`src/rtl/ddr_sdram_arb_pkg.sv`:
```
// Shared types and default widths for the DDR SDRAM local-interface arbiter.
package ddr_sdram_arb_pkg;

  localparam int unsigned DEF_ADDR_W = 22;
  localparam int unsigned DEF_DATA_W = 64;
  localparam int unsigned DEF_BE_W   = 8;

  // Requester identifier (two ports).
  typedef logic port_id_t;

  // Type of the command held in the command stage.
  typedef enum logic {
    CMD_RD = 1'b0,
    CMD_WR = 1'b1
  } cmd_type_e;

endpackage

```
`src/rtl/ddr_sdram_arb_fifo.sv`:
```
// Synchronous FIFO with full/empty flags and occupancy count.
// Pop is evaluated before push, so a full FIFO accepts a push in a cycle that also pops.
module ddr_sdram_arb_fifo #(
  parameter int unsigned Width = 8,
  parameter int unsigned Depth = 8
) (
  input  logic                     clk_i,
  input  logic                     rst_i,
  input  logic                     push_i,
  input  logic                     pop_i,
  input  logic [Width-1:0]         wdata_i,
  output logic [Width-1:0]         rdata_o,
  output logic                     full_o,
  output logic                     empty_o,
  output logic [$clog2(Depth):0]   count_o
);

  localparam int unsigned PtrW = $clog2(Depth);
  localparam logic [PtrW:0] FullCount = (PtrW + 1)'(Depth);

  logic [Width-1:0] mem_q [Depth];
  logic [PtrW-1:0]  wr_ptr_q, rd_ptr_q;
  logic [PtrW:0]    count_q;
  logic             do_push, do_pop;

  assign empty_o = (count_q == '0);
  assign full_o  = (count_q == FullCount);
  assign count_o = count_q;
  assign rdata_o = mem_q[rd_ptr_q];

  assign do_pop  = pop_i & ~empty_o;
  assign do_push = push_i & (~full_o | do_pop);

  // Pointer and occupancy bookkeeping; pointers wrap naturally (power-of-two depth).
  always_ff @(posedge clk_i) begin
    if (rst_i) begin
      wr_ptr_q <= '0;
      rd_ptr_q <= '0;
      count_q  <= '0;
    end else begin
      if (do_push) wr_ptr_q <= wr_ptr_q + 1'b1;
      if (do_pop)  rd_ptr_q <= rd_ptr_q + 1'b1;
      count_q <= count_q + (PtrW + 1)'(do_push) - (PtrW + 1)'(do_pop);
    end
  end

  // Storage array; contents are don't-care while the FIFO is empty.
  always_ff @(posedge clk_i) begin
    if (do_push) mem_q[wr_ptr_q] <= wdata_i;
  end

endmodule

```
`src/rtl/ddr_sdram_local_arbiter.sv`:
```
// Two-port arbiter for the DDR SDRAM controller local interface.
// Define DDR_ARB_ROUND_ROBIN_EN for round-robin arbitration; default is fixed priority (port 0).
module ddr_sdram_local_arbiter
  import ddr_sdram_arb_pkg::*;
#(
  parameter int unsigned ADDR_W   = DEF_ADDR_W,
  parameter int unsigned DATA_W   = DEF_DATA_W,
  parameter int unsigned BE_W     = DEF_BE_W,
  parameter int unsigned RD_DEPTH = 8,
  parameter int unsigned WR_DEPTH = 8
) (
  input  logic              phy_clk,
  input  logic              reset_phy_clk,
  input  logic              p0_read_req,
  input  logic              p0_write_req,
  input  logic [ADDR_W-1:0] p0_address,
  input  logic [DATA_W-1:0] p0_wdata,
  input  logic [BE_W-1:0]   p0_be,
  output logic              p0_ready,
  output logic [DATA_W-1:0] p0_rdata,
  output logic              p0_rdata_valid,
  input  logic              p1_read_req,
  input  logic              p1_write_req,
  input  logic [ADDR_W-1:0] p1_address,
  input  logic [DATA_W-1:0] p1_wdata,
  input  logic [BE_W-1:0]   p1_be,
  output logic              p1_ready,
  output logic [DATA_W-1:0] p1_rdata,
  output logic              p1_rdata_valid,
  input  logic              local_init_done,
  input  logic              local_ready,
  output logic              local_read_req,
  output logic              local_write_req,
  output logic              local_burstbegin,
  output logic [ADDR_W-1:0] local_address,
  output logic              local_size,
  input  logic              local_wdata_req,
  output logic [DATA_W-1:0] local_wdata,
  output logic [BE_W-1:0]   local_be,
  input  logic [DATA_W-1:0] local_rdata,
  input  logic              local_rdata_valid,
  output logic              err_orphan_rdata
);

  localparam int unsigned WrW = DATA_W + BE_W;

  // Command stage
  logic              cmd_v_q, cmd_v_d;
  cmd_type_e         cmd_type_q, cmd_type_d;
  logic [ADDR_W-1:0] cmd_addr_q, cmd_addr_d;
  logic              cmd_ld;

  // Arbitration
  logic     req0, req1, elig0, elig1, gnt0, gnt1, acc;
  logic     sel_rd;
  port_id_t sel_port;

  // FIFOs
  logic                    rd_full, rd_empty;
  port_id_t                rd_head;
  logic [$clog2(RD_DEPTH):0] rd_count_unused;
  logic                    wr_full, wr_empty;
  logic [WrW-1:0]          wr_push_data, wr_head;
  logic [$clog2(WR_DEPTH):0] wr_count_unused;

  // Return / write-beat registers
  logic              p0_rvalid_q, p1_rvalid_q;
  logic [DATA_W-1:0] rdata_q;
  logic [DATA_W-1:0] wdata_q;
  logic [BE_W-1:0]   be_q;
  logic              err_q;

  assign cmd_ld = ~cmd_v_q | local_ready;
  assign req0   = p0_read_req | p0_write_req;
  assign req1   = p1_read_req | p1_write_req;
  assign elig0  = req0 & local_init_done & cmd_ld & (p0_read_req ? ~rd_full : ~wr_full);
  assign elig1  = req1 & local_init_done & cmd_ld & (p1_read_req ? ~rd_full : ~wr_full);

`ifdef DDR_ARB_ROUND_ROBIN_EN
  port_id_t rr_q;

  // Round-robin grant: rr_q names the port holding priority this cycle.
  always_comb begin
    gnt0 = 1'b0;
    gnt1 = 1'b0;
    if (rr_q == 1'b0) begin
      gnt0 = elig0;
      gnt1 = elig1 & ~elig0;
    end else begin
      gnt1 = elig1;
      gnt0 = elig0 & ~elig1;
    end
  end

  // Priority moves to the port not granted, only on an accepted request.
  always_ff @(posedge phy_clk) begin
    if (reset_phy_clk) rr_q <= 1'b0;
    else if (acc)      rr_q <= ~sel_port;
  end
`else
  // Fixed priority: port 1 only wins when port 0 is not requesting at all.
  always_comb begin
    gnt0 = elig0;
    gnt1 = elig1 & ~req0;
  end
`endif

  assign p0_ready     = gnt0;
  assign p1_ready     = gnt1;
  assign acc          = gnt0 | gnt1;
  assign sel_port     = gnt1;
  assign sel_rd       = gnt1 ? p1_read_req : p0_read_req;
  assign wr_push_data = gnt1 ? {p1_wdata, p1_be} : {p0_wdata, p0_be};

  // Command stage next state: load on accept, otherwise retire on local_ready.
  always_comb begin
    cmd_v_d    = cmd_v_q;
    cmd_type_d = cmd_type_q;
    cmd_addr_d = cmd_addr_q;
    if (acc) begin
      cmd_v_d    = 1'b1;
      cmd_type_d = sel_rd ? CMD_RD : CMD_WR;
      cmd_addr_d = gnt1 ? p1_address : p0_address;
    end else if (local_ready) begin
      cmd_v_d = 1'b0;
    end
  end

  // Command stage register.
  always_ff @(posedge phy_clk) begin
    if (reset_phy_clk) begin
      cmd_v_q    <= 1'b0;
      cmd_type_q <= CMD_RD;
      cmd_addr_q <= '0;
    end else begin
      cmd_v_q    <= cmd_v_d;
      cmd_type_q <= cmd_type_d;
      cmd_addr_q <= cmd_addr_d;
    end
  end

  assign local_read_req   = cmd_v_q & (cmd_type_q == CMD_RD);
  assign local_write_req  = cmd_v_q & (cmd_type_q == CMD_WR);
  assign local_burstbegin = cmd_v_q;
  assign local_address    = cmd_addr_q;
  assign local_size       = 1'b1;

  ddr_sdram_arb_fifo #(
    .Width (1),
    .Depth (RD_DEPTH)
  ) u_rd_tag_fifo (
    .clk_i   (phy_clk),
    .rst_i   (reset_phy_clk),
    .push_i  (acc & sel_rd),
    .pop_i   (local_rdata_valid),
    .wdata_i (sel_port),
    .rdata_o (rd_head),
    .full_o  (rd_full),
    .empty_o (rd_empty),
    .count_o (rd_count_unused)
  );

  ddr_sdram_arb_fifo #(
    .Width (WrW),
    .Depth (WR_DEPTH)
  ) u_wr_data_fifo (
    .clk_i   (phy_clk),
    .rst_i   (reset_phy_clk),
    .push_i  (acc & ~sel_rd),
    .pop_i   (local_wdata_req),
    .wdata_i (wr_push_data),
    .rdata_o (wr_head),
    .full_o  (wr_full),
    .empty_o (wr_empty),
    .count_o (wr_count_unused)
  );

  // Read return routing by tag; orphan beats are dropped and flagged (sticky).
  always_ff @(posedge phy_clk) begin
    if (reset_phy_clk) begin
      p0_rvalid_q <= 1'b0;
      p1_rvalid_q <= 1'b0;
      rdata_q     <= '0;
      err_q       <= 1'b0;
    end else begin
      p0_rvalid_q <= local_rdata_valid & ~rd_empty & (rd_head == 1'b0);
      p1_rvalid_q <= local_rdata_valid & ~rd_empty & (rd_head == 1'b1);
      if (local_rdata_valid & ~rd_empty) rdata_q <= local_rdata;
      if (local_rdata_valid & rd_empty)  err_q   <= 1'b1;
    end
  end

  assign p0_rdata_valid   = p0_rvalid_q;
  assign p1_rdata_valid   = p1_rvalid_q;
  assign p0_rdata         = rdata_q;
  assign p1_rdata         = rdata_q;
  assign err_orphan_rdata = err_q;

  // Write beat presented the cycle after local_wdata_req; zero when nothing was popped.
  always_ff @(posedge phy_clk) begin
    if (reset_phy_clk) begin
      wdata_q <= '0;
      be_q    <= '0;
    end else if (local_wdata_req & ~wr_empty) begin
      {wdata_q, be_q} <= wr_head;
    end else begin
      wdata_q <= '0;
      be_q    <= '0;
    end
  end

  assign local_wdata = wdata_q;
  assign local_be    = be_q;

endmodule
```
`config.mk`:
```
export PLATFORM = sky130hd
export DESIGN_NAME = ddr_sdram_local_arbiter
export DESIGN_NICKNAME = d
export VERILOG_FILES = /design/src/rtl/ddr_sdram_arb_pkg.sv /design/src/rtl/ddr_sdram_arb_fifo.sv /design/src/rtl/ddr_sdram_local_arbiter.sv
export SDC_FILE = /design/constraint.sdc
export NUM_CORES = 1
export LEC_CHECK = 0
export BUFFER_PORTS_ARGS = -buffer_cell sky130_fd_sc_hd__buf_4
export CAP_MARGIN = 40
export CORE_MARGIN = 8
export CORE_UTILIZATION = 45
export DETAILED_ROUTE_END_ITERATION = 10
export PLACE_DENSITY = 0.75
export SETUP_SLACK_MARGIN = 0.5
export SLEW_MARGIN = 40
export SYNTH_ARGS = -nofsm -noshare
export SYNTH_HDL_FRONTEND = slang
export SYNTH_SLANG_ARGS = --single-unit
```
`constraint.sdc`:
```
create_clock -name phy_clk -period 8.7 [get_ports phy_clk]
set_clock_uncertainty 0.15 [all_clocks]
set_input_delay 1.74 -clock phy_clk [delete_from_list [all_inputs] [get_ports phy_clk]]
set_output_delay 1.74 -clock phy_clk [all_outputs]
set_load 0.05 [all_outputs]
```
**Word level (Yosys, flattened, before mapping)**

Memory sizes are Yosys's and may differ from the RTL's. A register that Yosys moved wholly into a read port is not among the register bits.
Index checks and enable logic that the tools add are counted.
Widths: inputs -> output; s select.

- Register bits after elaboration: 111
- Memory bits (writable): 584
- Input bits: 262
- Output and inout port bits: 231
- Word-level logic and storage cells: 77
- Memories: 2

- Add/subtract/negate cells: 8
- Equal/unequal tests: 2
- Multiplexer cells: 14
- Bitwise gates (word level): 34
- Reduce and logical (&&, ||, !) cells: 4

Memory list:

| name | depth | width | read ports | clocked after Yosys merged registers in | write ports | line | RTL |
|---|---|---|---|---|---|---|---|
| u_wr_data_fifo.mem_q | 8 | 72 | 1 | 1 | 1 | ddr_sdram_arb_fifo.sv:21 | `logic [Width-1:0] mem_q [Depth];` |
| u_rd_tag_fifo.mem_q | 8 | 1 | 1 | 1 | 1 | ddr_sdram_arb_fifo.sv:21 |  |

Operators by type and width:

| kind | count |
|---|---|
| $mux 72 | 1 |
| $mux 22 | 1 |
| $and 1x1->1 | 18 |
| $add 3x1->3 const B | 4 |
| $mux 1 | 10 |
| $not 1->1 | 10 |
| $add 4x1->4 | 2 |
| $eq 4x4->1 const B | 2 |
| $logic_not 4->1 | 2 |
| $sub 4x1->4 | 2 |
| $mux 3 | 2 |
| $or 1x1->1 | 6 |
| $reduce_bool 2->1 | 1 |
| $reduce_or 2->1 | 1 |

**Logic depth before layout (Yosys ltp)**

Gate-level depths: netlist (run 1).

- Depth in word-level cells: 11
- Gate-level depth with buffers: 14
- Gate-level depth less buffers: 13

**Cells and area by module**

A second synthesis (run 1) with hierarchy kept.

- Cells, all modules: 1914
- Area, all modules: 30619.4 µm²

By module, submodules not included:

| module | times used | cells an instance | area each (µm²) | seq. area each (µm²) |
|---|---|---|---|---|
| ddr_sdram_arb_fifo (u_wr_data_fifo) | 1 | 925 | 22649.2 | 17556.8 |
| ddr_sdram_local_arbiter | 1 | 885 | 6886.6 | 3263.1 |
| ddr_sdram_arb_fifo (u_rd_tag_fifo) | 1 | 104 | 1083.5 | 500.5 |

**Worst setup path before layout (run 1)**

No wires, ideal clock.

- Kind: input port to flip-flop
- Start: input local_ready
- End: memory u_wr_data_fifo.mem_q[0][0] (netlist bit) (enable)
- Library setup time: 0.591 ns
- Arrival time: 7.709 ns
- Data required time: 7.959 ns
- Slack: 0.250 ns
- Stages: 5
- Path buffers: 0
- Cells stage by stage: nand2b_1 > and3_1 > a31o_2 > or3_1 > nor3_1

- Cells in the longest elaborated chain, start to end: 10
- Elaborated cells on any way between the ends: 13
- Classes of those cells: mux: 3; bitwise: 10

RTL lines:

| what | line | RTL |
|---|---|---|
| start, declared | ddr_sdram_local_arbiter.sv:31 | `input logic local_ready,` |
| $or 1x1->1 * | ddr_sdram_local_arbiter.sv:73 | `assign cmd_ld = ~cmd_v_q \| local_ready;` |
| $and 1x1->1 (2 in series) | ddr_sdram_local_arbiter.sv:77 | `assign elig1 = req1 & local_init_done & cmd_ld & (p1_read_req ? ~rd_full : ~wr_full);` |
| $and 1x1->1 | ddr_sdram_local_arbiter.sv:104 | `gnt1 = elig1 & ~req0;` |
| $mux 1 | ddr_sdram_local_arbiter.sv:112 | `assign sel_rd = gnt1 ? p1_read_req : p0_read_req;` |
| $not 1->1 | ddr_sdram_local_arbiter.sv:169 | `.push_i (acc & ~sel_rd),` |
| $and 1x1->1 * | ddr_sdram_local_arbiter.sv:169 |  |
| $and 1x1->1 * | ddr_sdram_arb_fifo.sv:32 | `assign do_push = push_i & (~full_o \| do_pop);` |
| $mux 1 * | ddr_sdram_arb_fifo.sv:49 | `if (do_push) mem_q[wr_ptr_q] <= wdata_i;` |
| $mux 1 (not written as such) * | ddr_sdram_arb_fifo.sv:49 |  |
| end, declared | ddr_sdram_arb_fifo.sv:21 |  |

Mark *: on every way between the ends. The rest lies on a longest branch, timed or not.

**Worst setup path after layout (run 1)**

- Start: input p1_write_req
- End: output p1_ready

- Cells in the longest elaborated chain, start to end: 5

RTL lines:

| what | line | RTL |
|---|---|---|
| start, declared | ddr_sdram_local_arbiter.sv:23 | `input logic p1_write_req,` |
| $or 1x1->1 | ddr_sdram_local_arbiter.sv:75 | `assign req1 = p1_read_req \| p1_write_req;` |
| $and 1x1->1 (3 in series) | ddr_sdram_local_arbiter.sv:77 |  |
| $and 1x1->1 | ddr_sdram_local_arbiter.sv:104 |  |
| end, declared | ddr_sdram_local_arbiter.sv:27 | `output logic p1_ready,` |

No other way between the ends.

==> results.txt, run 1 <==
* Outcome: finished, final reports clean
- Post-route setup TNS: 0 ns
- The worst hold path belongs to the class reg -> reg.
- Leaving out fill and tap cells, the most frequent cell in the layout is sky130_fd_sc_hd__edfxtp_1.
- Synth unique cells: 43
- After floorplanning, the core was divided into 94 placement rows.
- Avg WL per Cell: 23.97 um
* Final period utilization: between 60% and 70%
* Final-report max-slew violation count: 0
* Startpoint kind of the worst setup timing path: primary input
* Maximum number of pins on one net before global-route repair: 75
- Synth Area per Inst: 15.99 um2
- Drt pass-1 iters: 6
* Critical Path AT: approximately 3.5 ns
- Top Ports: just under 500
- The die is around 270 um tall.
* DP HPWL: between 40,000 and 50,000 um
- Clock tree synthesis selected as its root buffer the cell sky130_fd_sc_hd__clkbuf_16.
- For this design, the slowest cell found on the critical path is sky130_fd_sc_hd__nand2b_4.
- The final number of hold-violating endpoints is 0.
- Worst path cell trace: buf_4 -> nor2b_1 -> a22oi_2 -> nand2b_4 -> clkinv_2 -> buf_4
- At the end of routability-driven placement, the weighted congestion stood at around 0.87.
* Max-cap violation count: 0
* Pre-CTS worst setup slack: between 3 and 4 ns
* CTS resizes: 0
- Cell type with the highest occurrence count on the critical path: sky130_fd_sc_hd__buf_4
- Once the floorplan was initialized, standard cells occupied between 40% and 50% of the core.
* Number of CTS-inserted buffers: 80
- Crit path time final: 5.385 ns
* Setup repair after global routing missed its margin: no
- Fraction of layout cells with a size suffix above 1: 34.48%
- DRC viols: 0
- Sequential cell area fraction in the yosys report: a little over 70%
* Type of the worst setup path: in -> out
- Net count after synthesis: 2,125
* Top area cells in the synthesized netlist: sky130_fd_sc_hd__edfxtp_1, sky130_fd_sc_hd__dfxtp_1, sky130_fd_sc_hd__mux4_2, sky130_fd_sc_hd__nand2_1, sky130_fd_sc_hd__mux2i_1
- Warnings, synthesis: 0
- Clock-pin transition on the worst setup and hold timing paths: around 0.06 ns
- Synthesized cell area: roughly 30,000 um2
* Clock latency at the later pin of the worst-skew pair: ~0.62 ns
- In this run the power density over the cells is 283.8 nW/um2.
* Number of sinks driven by the clock tree: 770
- For the pin with the worst max-slew slack, the measured transition is slightly below 0.8 ns.
* Data required, critical path: between 6 and 7 ns
- TritonCTS built the clock tree.
* Worst Setup Slack, final: about 3.3 ns
* Highest attainable clock frequency: about 0.19 GHz
* Post-synthesis to final-layout area growth: 23.22%
- The floorplan step defined a die boundary enclosing between 70,000 and 80,000 um2.
- The die is ~270 um wide.
* Slew Limit Headroom: between 40% and 50%
- The routed design has approximately 77,000 um of wire.
- The number of global-route vias before repair came to around 18,000.
* Most frequently used flop master after synthesis: sky130_fd_sc_hd__edfxtp_1
* All-Layer GR Usage: ~20%
- The library cells used most frequently in the layout, excluding fill and tap cells, are sky130_fd_sc_hd__edfxtp_1, sky130_fd_sc_hd__buf_4, sky130_fd_sc_hd__nand2_1.
- Using the TritonRoute via totals, the vias-per-cell ratio works out to about 5.3.
- Synthesized flop and latch total: 770
- Count of vias placed by the detailed router: roughly 17,000
- Of all flip-flops after synthesis, the portion carrying an async set or reset was 0%.
- Port Buffers: around 500
* H-tree depth: 3
- Across the VDD grid, the largest voltage drop is roughly 0.00023 V.
- Number of DRC violations after detailed-routing iteration 0: approximately 1,300
* Global-route wire length before repair: approximately 110,000 um
- Post-synth top area share: roughly 59%
* Area of the core region: 65,390 um2
* Biggest cell delay along the critical path: between 0.5 and 0.6 ns
- The initial antenna violation count is 3.
* # nets final: 2,564
- Post CTS Setup Buffer Count: 0
* Kind of end point of the critical path: primary output
- The biggest area contributor in the post-synthesis netlist is sky130_fd_sc_hd__edfxtp_1.
- Synthesis produced a netlist whose cell count is between 1,500 and 2,000.
- Yosys mapped a number of flops with a built-in enable equal to 584.
* # setup viols final: 0
- Of all nets on the critical path, the largest fanout is between 40 and 50.
- Across all hold checks on the routed design, the worst slack comes to ~0.33 ns.
- In this run the remaining antenna-violating nets after routing total 0.
- For this design the static power due to leakage is approximately 13 nW.
* Max Buffers Root-to-Sink: 3
- After clock tree synthesis, the flow added hold-fix buffers numbering 0.
* Overall overflow remaining after global route: 0
[cells by family after synthesis]
logic type      count (synthesis)  synth area share (%)
simple gates                  514                 6.878
flops                         770                 72.05
compound gates                106                 2.112
mux                           247                 14.60
xor+xnor                        8                0.2375
fa+ha+maj                      18                0.8141
buf+inv                       181                 3.299
other cells                     1               0.01271
[final timing paths]
kind                            slack (ns)                          end                     start  depth (start not counted)
worst max-delay path                  3.31                     p1_ready              p1_write_req                          6
worst min-delay path                  0.33                 p0_rdata[35]              p0_rdata[35]                          2
worst max register to register        4.85  u_wr_data_fifo.mem_q[0][68]  u_rd_tag_fifo.count_o[2]                          8
worst min register to register        0.33                 p0_rdata[35]              p0_rdata[35]                          2
[critical path, delay by kind of cell]
kind | cells | cell delay (ns)
AO/OA/AOI/OAI | 1 | 0.20
AND/OR/NAND/NOR | 2 | 0.75
buffers and inverters | 3 | 0.78
[final cells by class]
type,count,area (um2)
antenna,1,2.502
clock buffer,103,2183
clock inverter,47,451.7
fill,5169,29030
inverter,18,68.82
multi-input combinational,894,7363
sequential,770,21270
tap,864,1081
timing repair buffer,520,3938
[cell usage after synthesis (all sizes together), types with 2 or more instances]
library cell  count
fa                2
dfxtp           186
nand3b            2
clkbuf           47
or3b              2
a21o              2
ha               16
mux2              3
mux2i            98
nor3              8
a22oi             2
mux4            146
nor2            121
a21oi            70
o21ai             5
a211oi           22
nand2b           11
xnor2             5
nand2           354
or3               2
edfxtp          584
inv              17
buf             116
xor2              3
a31oi             3
nor2b             9
[per-layer routing]
| layer | up-vias | part of all wire (%) | GRT usage (%) |
|---|---|---|---|
| li1 | 7649 | - | - |
| met1 | 8570 | 37 | 23.99 |
| met2 | 802 | 50 | 34.67 |
| met3 | 136 | 8.6 | 5.472 |
| met4 | 6 | 4.3 | 8.688 |
| met5 | - | 0.054 | 0 |
[state kept, by name, indices dropped and copies added, names as in the netlist, named ones only]
name / flops
local_wdata: 64
u_rd_tag_fifo.count_o: 4
local_burstbegin: 1
cmd_type_q: 1
u_wr_data_fifo.wr_ptr_q: 3
local_address: 22
p0_rdata_valid: 1
u_rd_tag_fifo.mem_q: 8
u_wr_data_fifo.mem_q: 576
u_wr_data_fifo.count_o: 4
err_orphan_rdata: 1
u_rd_tag_fifo.wr_ptr_q: 3
local_be: 8
u_rd_tag_fifo.rd_ptr_q: 3
u_wr_data_fifo.rd_ptr_q: 3
p0_rdata: 64
p1_rdata_valid: 1
[metrics by stage]
stage | instance area, um2 | util [%] | total power, mW | cells
after floorplan | 29510 | - | 6.321 | 1845
after global placement | 33680 | 51.51 | 7.003 | 3066
after detailed placement | 33710 | 51.55 | 7.045 | 3066
after CTS | 36340 | 55.58 | 10.43 | 3216
after global routing | 36360 | 55.60 | 10.73 | 3216
final | 36360 | 55.60 | 10.32 | 3217
[report_power, final]
part           total (mW)  internal (mW)  switching, mW  leakage [nW]
Sequential           4.35           4.19          0.160          6.80
Combinational        2.58          0.994           1.59          5.10
Clock                3.38           1.97           1.41          1.27
(Power assumes the default switching activity.)
==> inputs of run 2 (changes only) <==
- clock period: 8.7 -> 4.6 ns (I/O delays scaled with it)
==> run 2 against run 1 <==
- final cell count stayed put
- non-clock buffer count grew 4
- total power up 89%
- clock-buffer cell count grew 11
- flip-flop and latch count unchanged
- combinational power is 92% higher
- critical path type is now reg -> out
==> results.txt, run 2 (synthesis gave the netlist of run 1 again) <==
* Drt pass-1 iters: 5
- Detail Route Antenna Nets: 0
- In the final layout, flip-flops and latches occupy about 21,000 um2.
* Hold Path Origin: p0_rdata[12]
- In the routed design, unresolved DRC markers number 0.
- The congestion estimate from routability-driven global placement came to 0.8786.
- Outcome: finished, final reports clean
- The clock passes through at most 3 buffers.
* Via density: around 5.3
- Crit-path leading delay family: simple AND/OR/NAND/NOR gates
* Type of the worst setup path: reg -> out
* Kind of end point of the critical path: primary output
- CTS built an H-tree with a depth of 3.
* Top Ports: just under 500
- The worst setup path is launched from a flip-flop.
* Total power consumption of the routed design: approximately 19 mW
- Headroom to the max-slew limit came out at 43.11%.
- Antenna violations before repair: 6
* Crit-path slowest cell: sky130_fd_sc_hd__or3b_2
* Cell depth of the worst flop-to-flop path: 8
* Hold path cells: 2
- Global routing finished with a remaining overflow of 0.
- Number of CTS-inserted buffers: 79
* Via count of the first global-routing pass: 18,070
* Most common cell after layout, fill and taps aside: sky130_fd_sc_hd__edfxtp_1
* Global-route wire length before repair: ~110,000 um
- Data on the critical path is required at its endpoint by 3.53 ns.
* Setup repair after global routing missed its margin: no
* Clock-pin transition on the worst setup and hold timing paths: approximately 0.060 ns
- Number of buffer and inverter stages on the critical path: 3
* Filler cells: ~5,100
- The final number of hold-violating endpoints came to 0.
* Total length of routed met3 wires: just under 7000 um
* Post-synthesis to final-layout area growth: 23.49%
* CTS resizes: 0
- Class of the tightest hold or removal check: reg -> reg
- Maximum number of pins on one net before global-route repair: 74
- For the worst setup path, the data arrival time is 2.56 ns.
- Final-report max-slew violation count: 0
- Highest routing layer actually used: met5
* Avg WL per Cell: approximately 24 um
- Setup violations remaining at the end of the flow were counted as 0.
- During placement, the flow inserted port buffers numbering 491.
- After floorplanning, the core was sized to cover around 65,000 um2.
- For this run, the post-layout net count is between 2,000 and 3,000.
- Routed met2 length: just under 40,000 um
* Top library cells by usage in the layout, fill and taps aside: sky130_fd_sc_hd__edfxtp_1, sky130_fd_sc_hd__buf_4, sky130_fd_sc_hd__nand2_1
* Multi-input gate area: about 7400 um2
- Logic depth of the worst path, buffers included: 7
- Leakage power total: around 13 nW
- The register with the most flip-flops in the final layout is u_wr_data_fifo.mem_q.
* Highest attainable clock frequency: between 0.2 and 0.3 GHz
- Leaving out filler cells and counting taps, the final layout contains around 3,200.
* PD cells: between 500 and 600 nW/um2
- After floorplanning, the core was divided into 94 placement rows.
- Count of vias placed by the detailed router: roughly 17,000
- Met1 Wirelength: 29,080 um
- VDD IR max: 0.0003755 V
- Global routing consumed, over all layers together, between 20% and 30% of the routing resources.
- Number of sinks driven by the clock tree: slightly below 800
- The floorplan step defined a die boundary enclosing about 74,000 um2.
- The final critical path takes up 79.00% of the cycle.
- Pin slew with the least headroom to its limit: between 0.8 and 0.9 ns
- Vert. Die Dim: between 200 and 300 um
- Post-route setup TNS: 0 ns
- The largest single stage delay on the critical path is about 0.49 ns.
- Once detailed placement completed, the half-perimeter wirelength came to about 50,000 um.
- Effective utilization at floorplan: between 40% and 50%
* Setup slack of the most critical reg-to-reg path: between 1 and 1.5 ns
* Cts hold-fix bufs: 0
- Max-cap violations in this run came to 0.
- Fraction of layout cells with a size suffix above 1: between 30% and 40%
* Number of DRC violations after detailed-routing iteration 0: 1,313
- Worst path cell trace: inv_1 -> ha_1 -> or3b_2 -> a22oi_2 -> nand2b_4 -> inv_4 -> buf_4
* Crit Reg-Reg Endpoint: u_wr_data_fifo.mem_q[1][29]
- Of all nets on the critical path, the largest fanout is 24.
- Post CTS Setup Buffer Count: 0
* Chip Width: roughly 270 um
- The path with the worst hold slack has its endpoint at p0_rdata[12].
- After detailed placement, the design holds a cell count of around 3,000.
- Number of flip-flops under the largest register name: approximately 580
- Clock latency at the later pin of the worst-skew pair: roughly 0.62 ns
- Crit path time final: between 3 and 4 ns
- Root Buffer Master: sky130_fd_sc_hd__clkbuf_16
* TritonCTS clock tree: yes
* Worst reg2reg startpoint: u_rd_tag_fifo.count_o[2]
- Wires add up to 77,400 um.
- Cells fill 55.72% of the core in the end.
## run 2: routing by layer
layer / up-vias / track usage [%]
met5: - / 0
met4: 8 / 8.058
met3: 125 / 6.139
li1: 7665 / -
met2: 744 / 34.57
met1: 8608 / 24.15
## run 2: worst register-to-register path: stages (launching register included)
cell and delay (ns):
sky130_fd_sc_hd__dfxtp_1 0.30, sky130_fd_sc_hd__inv_1 0.06, sky130_fd_sc_hd__ha_1 0.19, sky130_fd_sc_hd__or3b_4 0.26, sky130_fd_sc_hd__a22oi_1 0.14, sky130_fd_sc_hd__o22a_1 0.31
sky130_fd_sc_hd__nand3b_1 0.47, sky130_fd_sc_hd__nor3_4 0.26, sky130_fd_sc_hd__buf_4 0.70
## run 2: how the worst max path moves through the flow
| stage | start | to | slack (ns) |
|---|---|---|---|
| floorplan | local_ready | u_wr_data_fifo.mem_q[2][0] | 0.22 |
| CTS | u_wr_data_fifo.count_o[2] | p1_ready | 0.59 |
| finish | u_wr_data_fifo.count_o[2] | p1_ready | 0.97 |
| detailed placement | p1_write_req | u_rd_tag_fifo.count_o[2] | 0.94 |
| global placement | p0_read_req | u_wr_data_fifo.mem_q[1][9] | 1.0 |
| global route | u_wr_data_fifo.count_o[2] | p1_ready | 0.82 |
## run 2: layout make-up
type	instances	share of cell area, %
flip-flops and latches	770	58.38
clock buffers	114	6.095
repair buffers	524	11.14
diodes	1	0.006867
well taps	864	2.967
clock inverters	32	0.9477
inverters	18	0.1923
multi-input cells	894	20.28
## run 2: per-stage QoR
step | hold slack, ns | setup slack, ns | cell area, um2
final | 0.3221 | 0.9660 | 36440
after global routing | 0.3439 | 0.8223 | 36440
after floorplan | 0.2951 | 0.2242 | 29570
after CTS | 0.3231 | 0.5919 | 36410
after global placement | 0.3069 | 0.9953 | 33800
after detailed placement | 0.3142 | 0.9399 | 33840
## run 2: power by group
part           total (mW)  switching, mW  leakage, nW  internal (mW)
logic                4.96           3.02         5.15           1.93
clock network        6.30           2.63         1.26           3.67
registers            8.24          0.312         6.80           7.93
==> inputs of run 3 (changes only) <==
- PLACE_DENSITY: 0.75 -> 0.72
- clock period: 4.6 -> 3.38 ns (I/O delays scaled with it)
==> run 3 against run 2 <==
- register-to-register slack got worse by 0.82 ns
- critical path depth rose by 1
- critical endpoint unchanged
- clock power rose by 40%
- critical path type unchanged
- final cell count increased by 1.2%
- highest routed layer unchanged
- first-iteration DRC count fell by 18%
- global-route usage down 0.57 points
- final area is 2.4% higher
- via count is essentially flat
- hold slack worse by 0.16 ns
- die area did not move
- flip-flop and latch count unchanged
==> results.txt, run 3 (synthesis gave the netlist of run 1 again) <==
* Outcome: finished, final reports clean
- The min-delay analysis places its worst path in the category in -> reg.
- Effective utilization at floorplan: around 45%
- Detail Route Antenna Nets: 0
- Via density: between 5 and 6
- DRC viols: 0
- The net count of the finished layout is 2,607.
- Total power for the finished layout comes to approximately 27 mW.
- Pin slew with the least headroom to its limit: roughly 0.83 ns
- Total wire length after detailed routing: approximately 76,000 um
- All-Layer GR Usage: between 15 and 20%
- Final-report max-slew violation count: 0
- Row generation in the floorplan step produced 94 rows.
* Hold path cells: 3
- Root Buffer Master: sky130_fd_sc_hd__clkbuf_16
- Sequential cells burn 41.5% of the power.
- The pre-antenna-repair detailed-routing pass consisted of 5 iterations.
* Number of flip-flops under the largest register name: 576
- Internal power comes to between 15 and 20 mW.
- TritonCTS built the clock tree.
* Fraction of layout cells with a size suffix above 1: a little over a third
- The worst setup path is launched from a flip-flop.
- In this run the most critical hold path is launched from local_rdata[26].
* Most common cell after layout, fill and taps aside: sky130_fd_sc_hd__edfxtp_1
* Placer's final routability congestion estimate: around 0.8
- The initial antenna violation count came to 3.
- Maximum number of pins on one net before global-route repair: between 100 and 150
- Setup violations remaining at the end of the flow were counted as 0.
* Critical Path AT: 2.19 ns
- Avg WL per Cell: 23.45 um
- The number of global-route vias before repair came to 18,200.
* Clock-pin transition on the worst setup and hold timing paths: ~0.06 ns
- Data required, critical path: 2.55 ns
- Crit Reg-Reg Endpoint: u_wr_data_fifo.mem_q[0][67]
- Worst reg2reg startpoint: u_rd_tag_fifo.count_o[2]
- Overall overflow remaining after global route: 0
- No sink is reached through more buffers than the 3 on the longest clock path.
* Type of the worst setup path: reg -> out
- The H-tree was split into 3 levels.
- More flip-flops sit in one register than any other, and that register is u_wr_data_fifo.mem_q.
- The tool flagged a number of max-cap violations equal to 0.
- Switch Pwr: 8.181 mW
- For this design the ratio of total power to cell area is roughly 720 nW/um2.
- The worst setup path is captured at a primary output.
- The final number of hold-violating endpoints is 0.
* Chip Width: about 270 um
* Filler cells: just over 5,000
- VDD IR max: approximately 0.00054 V
- Final period utilization: between 80% and 90%
* Share of total power consumed by net switching: a little under a third
* Top Ports: 493
- Setup slack on the worst reg-to-reg path comes out at ~0.51 ns.
* Setup repair after global routing missed its margin: yes
* Top library cells by usage in the layout, fill and taps aside: sky130_fd_sc_hd__edfxtp_1, sky130_fd_sc_hd__buf_4, sky130_fd_sc_hd__nand2_1
* Slew Limit Headroom: 44.72%
- Global-route wire length before repair: around 110,000 um
- Leakage power total: 13.55 nW
* Antenna Diode Count: 0
- Of all nets on the critical path, the largest fanout is 3.
- CTS saw 770 sinks.
* Worst hold-check slack: 0.1605 ns
* Sink of the worst hold path: p0_rdata[26]
- Number of CTS-inserted buffers: 80
* Clock latency at the later pin of the worst-skew pair: about 0.6 ns
- In this run, post-CTS hold repair placed 0 buffers.
- Of the total power, the clock network draws about a third.
* Count of vias placed by the detailed router: around 17,000
* Area of the core region: between 60,000 and 70,000 um2
- For the worst flop-to-flop path, the logic depth is 9.
- Die Footprint: around 74,000 um2
- DP HPWL: slightly below 50,000 um
- The clock period could shrink to ~3.0 ns.
- In this run, the combinational gates consume between 20% and 30% of the power.
- Vert. Die Dim: ~270 um
- Relative to the synthesized area, the layout overhead comes to 26.43%.
- The detailed router finished its first iteration with 1,076 violations.
- Derived from the worst setup path, the maximum achievable clock frequency is around 0.33 GHz.
- The count of buffers added on input and output ports is between 400 and 500.
[run 3: final cells by class]
type / instances / area, um2 / share of cell area, %
timing repair buffer: 563 / 4805 / 12.88
inverter: 18 / 72.57 / 0.1945
clock buffer: 97 / 2150 / 5.762
sequential: 770 / 21270 / 57.02
tap: 864 / 1081 / 2.898
multi-input combinational: 894 / 7423 / 19.90
clock inverter: 50 / 503.0 / 1.348
[run 3: metrics by stage]
stage / instance area (um2) / TNS (ns) / worst slack [ns] / std cells / utilization (%)
floorplan: 29600 / -86.24 / -0.6617 / 1845 / -
global placement: 34150 / 0 / 0.3402 / 3082 / 52.22
detailed placement: 34150 / 0 / 0.3111 / 3082 / 52.22
CTS: 37040 / 0 / 0.3649 / 3243 / 56.64
global route: 37310 / 0 / 0.2656 / 3256 / 57.05
finish: 37310 / 0 / 0.3682 / 3256 / 57.05
[run 3: per-layer routing]
| metal | wire length, um | vias up | track usage [%] |
|---|---|---|---|
| li1 | - | 7736 | - |
| met1 | 28580 | 8608 | 23.13 |
| met2 | 39050 | 667 | 34.48 |
| met3 | 6262 | 119 | 5.998 |
| met4 | 2407 | 6 | 6.825 |
| met5 | 47 | - | 0 |
[run 3: power by group through the flow]
stage,logic (mW),clock network (mW),registers [mW]
3_3_place_gp,6.81,0,11.4
3_5_place_dp,6.89,0,11.4
4_1_cts,6.99,9.00,11.2
6_report,6.96,8.82,11.2
5_1_grt,7.41,9.38,11.3
2_1_floorplan,3.87,0,12.4
[run 3: worst max-delay path by stage]
stage                              start                          end  slack (ns)  cells past startpoint
2_1_floorplan                local_ready   u_wr_data_fifo.mem_q[0][0]       -0.66                      5
3_3_place_gp                 local_ready   u_wr_data_fifo.mem_q[2][9]        0.34                      7
3_5_place_dp                 local_ready  u_wr_data_fifo.mem_q[0][25]        0.31                      7
4_1_cts        u_wr_data_fifo.count_o[2]                     p1_ready        0.36                      8
5_1_grt        u_wr_data_fifo.count_o[2]                     p1_ready        0.27                      8
6_report       u_wr_data_fifo.count_o[2]                     p1_ready        0.37                      8
[run 3: critical path, stage by stage, from the launching register on]
cell,delay (ns)
sky130_fd_sc_hd__dfxtp_2,0.32
sky130_fd_sc_hd__inv_2,0.05
sky130_fd_sc_hd__ha_1,0.13
sky130_fd_sc_hd__or3b_4,0.40
sky130_fd_sc_hd__a22oi_2,0.16
sky130_fd_sc_hd__nand2b_4,0.18
sky130_fd_sc_hd__clkinv_4,0.06
sky130_fd_sc_hd__buf_12,0.13
sky130_fd_sc_hd__buf_12,0.14
[run 3: what timing repair did]
action | 4_1_cts | 5_1_grt
setup endpoints to repair | 149 | 355
gates resized for setup | 16 | 19
endpoints found under the hold margin | 0 | 0
gates cloned | 2 | 7
setup buffers | 12 | 6
pin swaps | 7 | 7
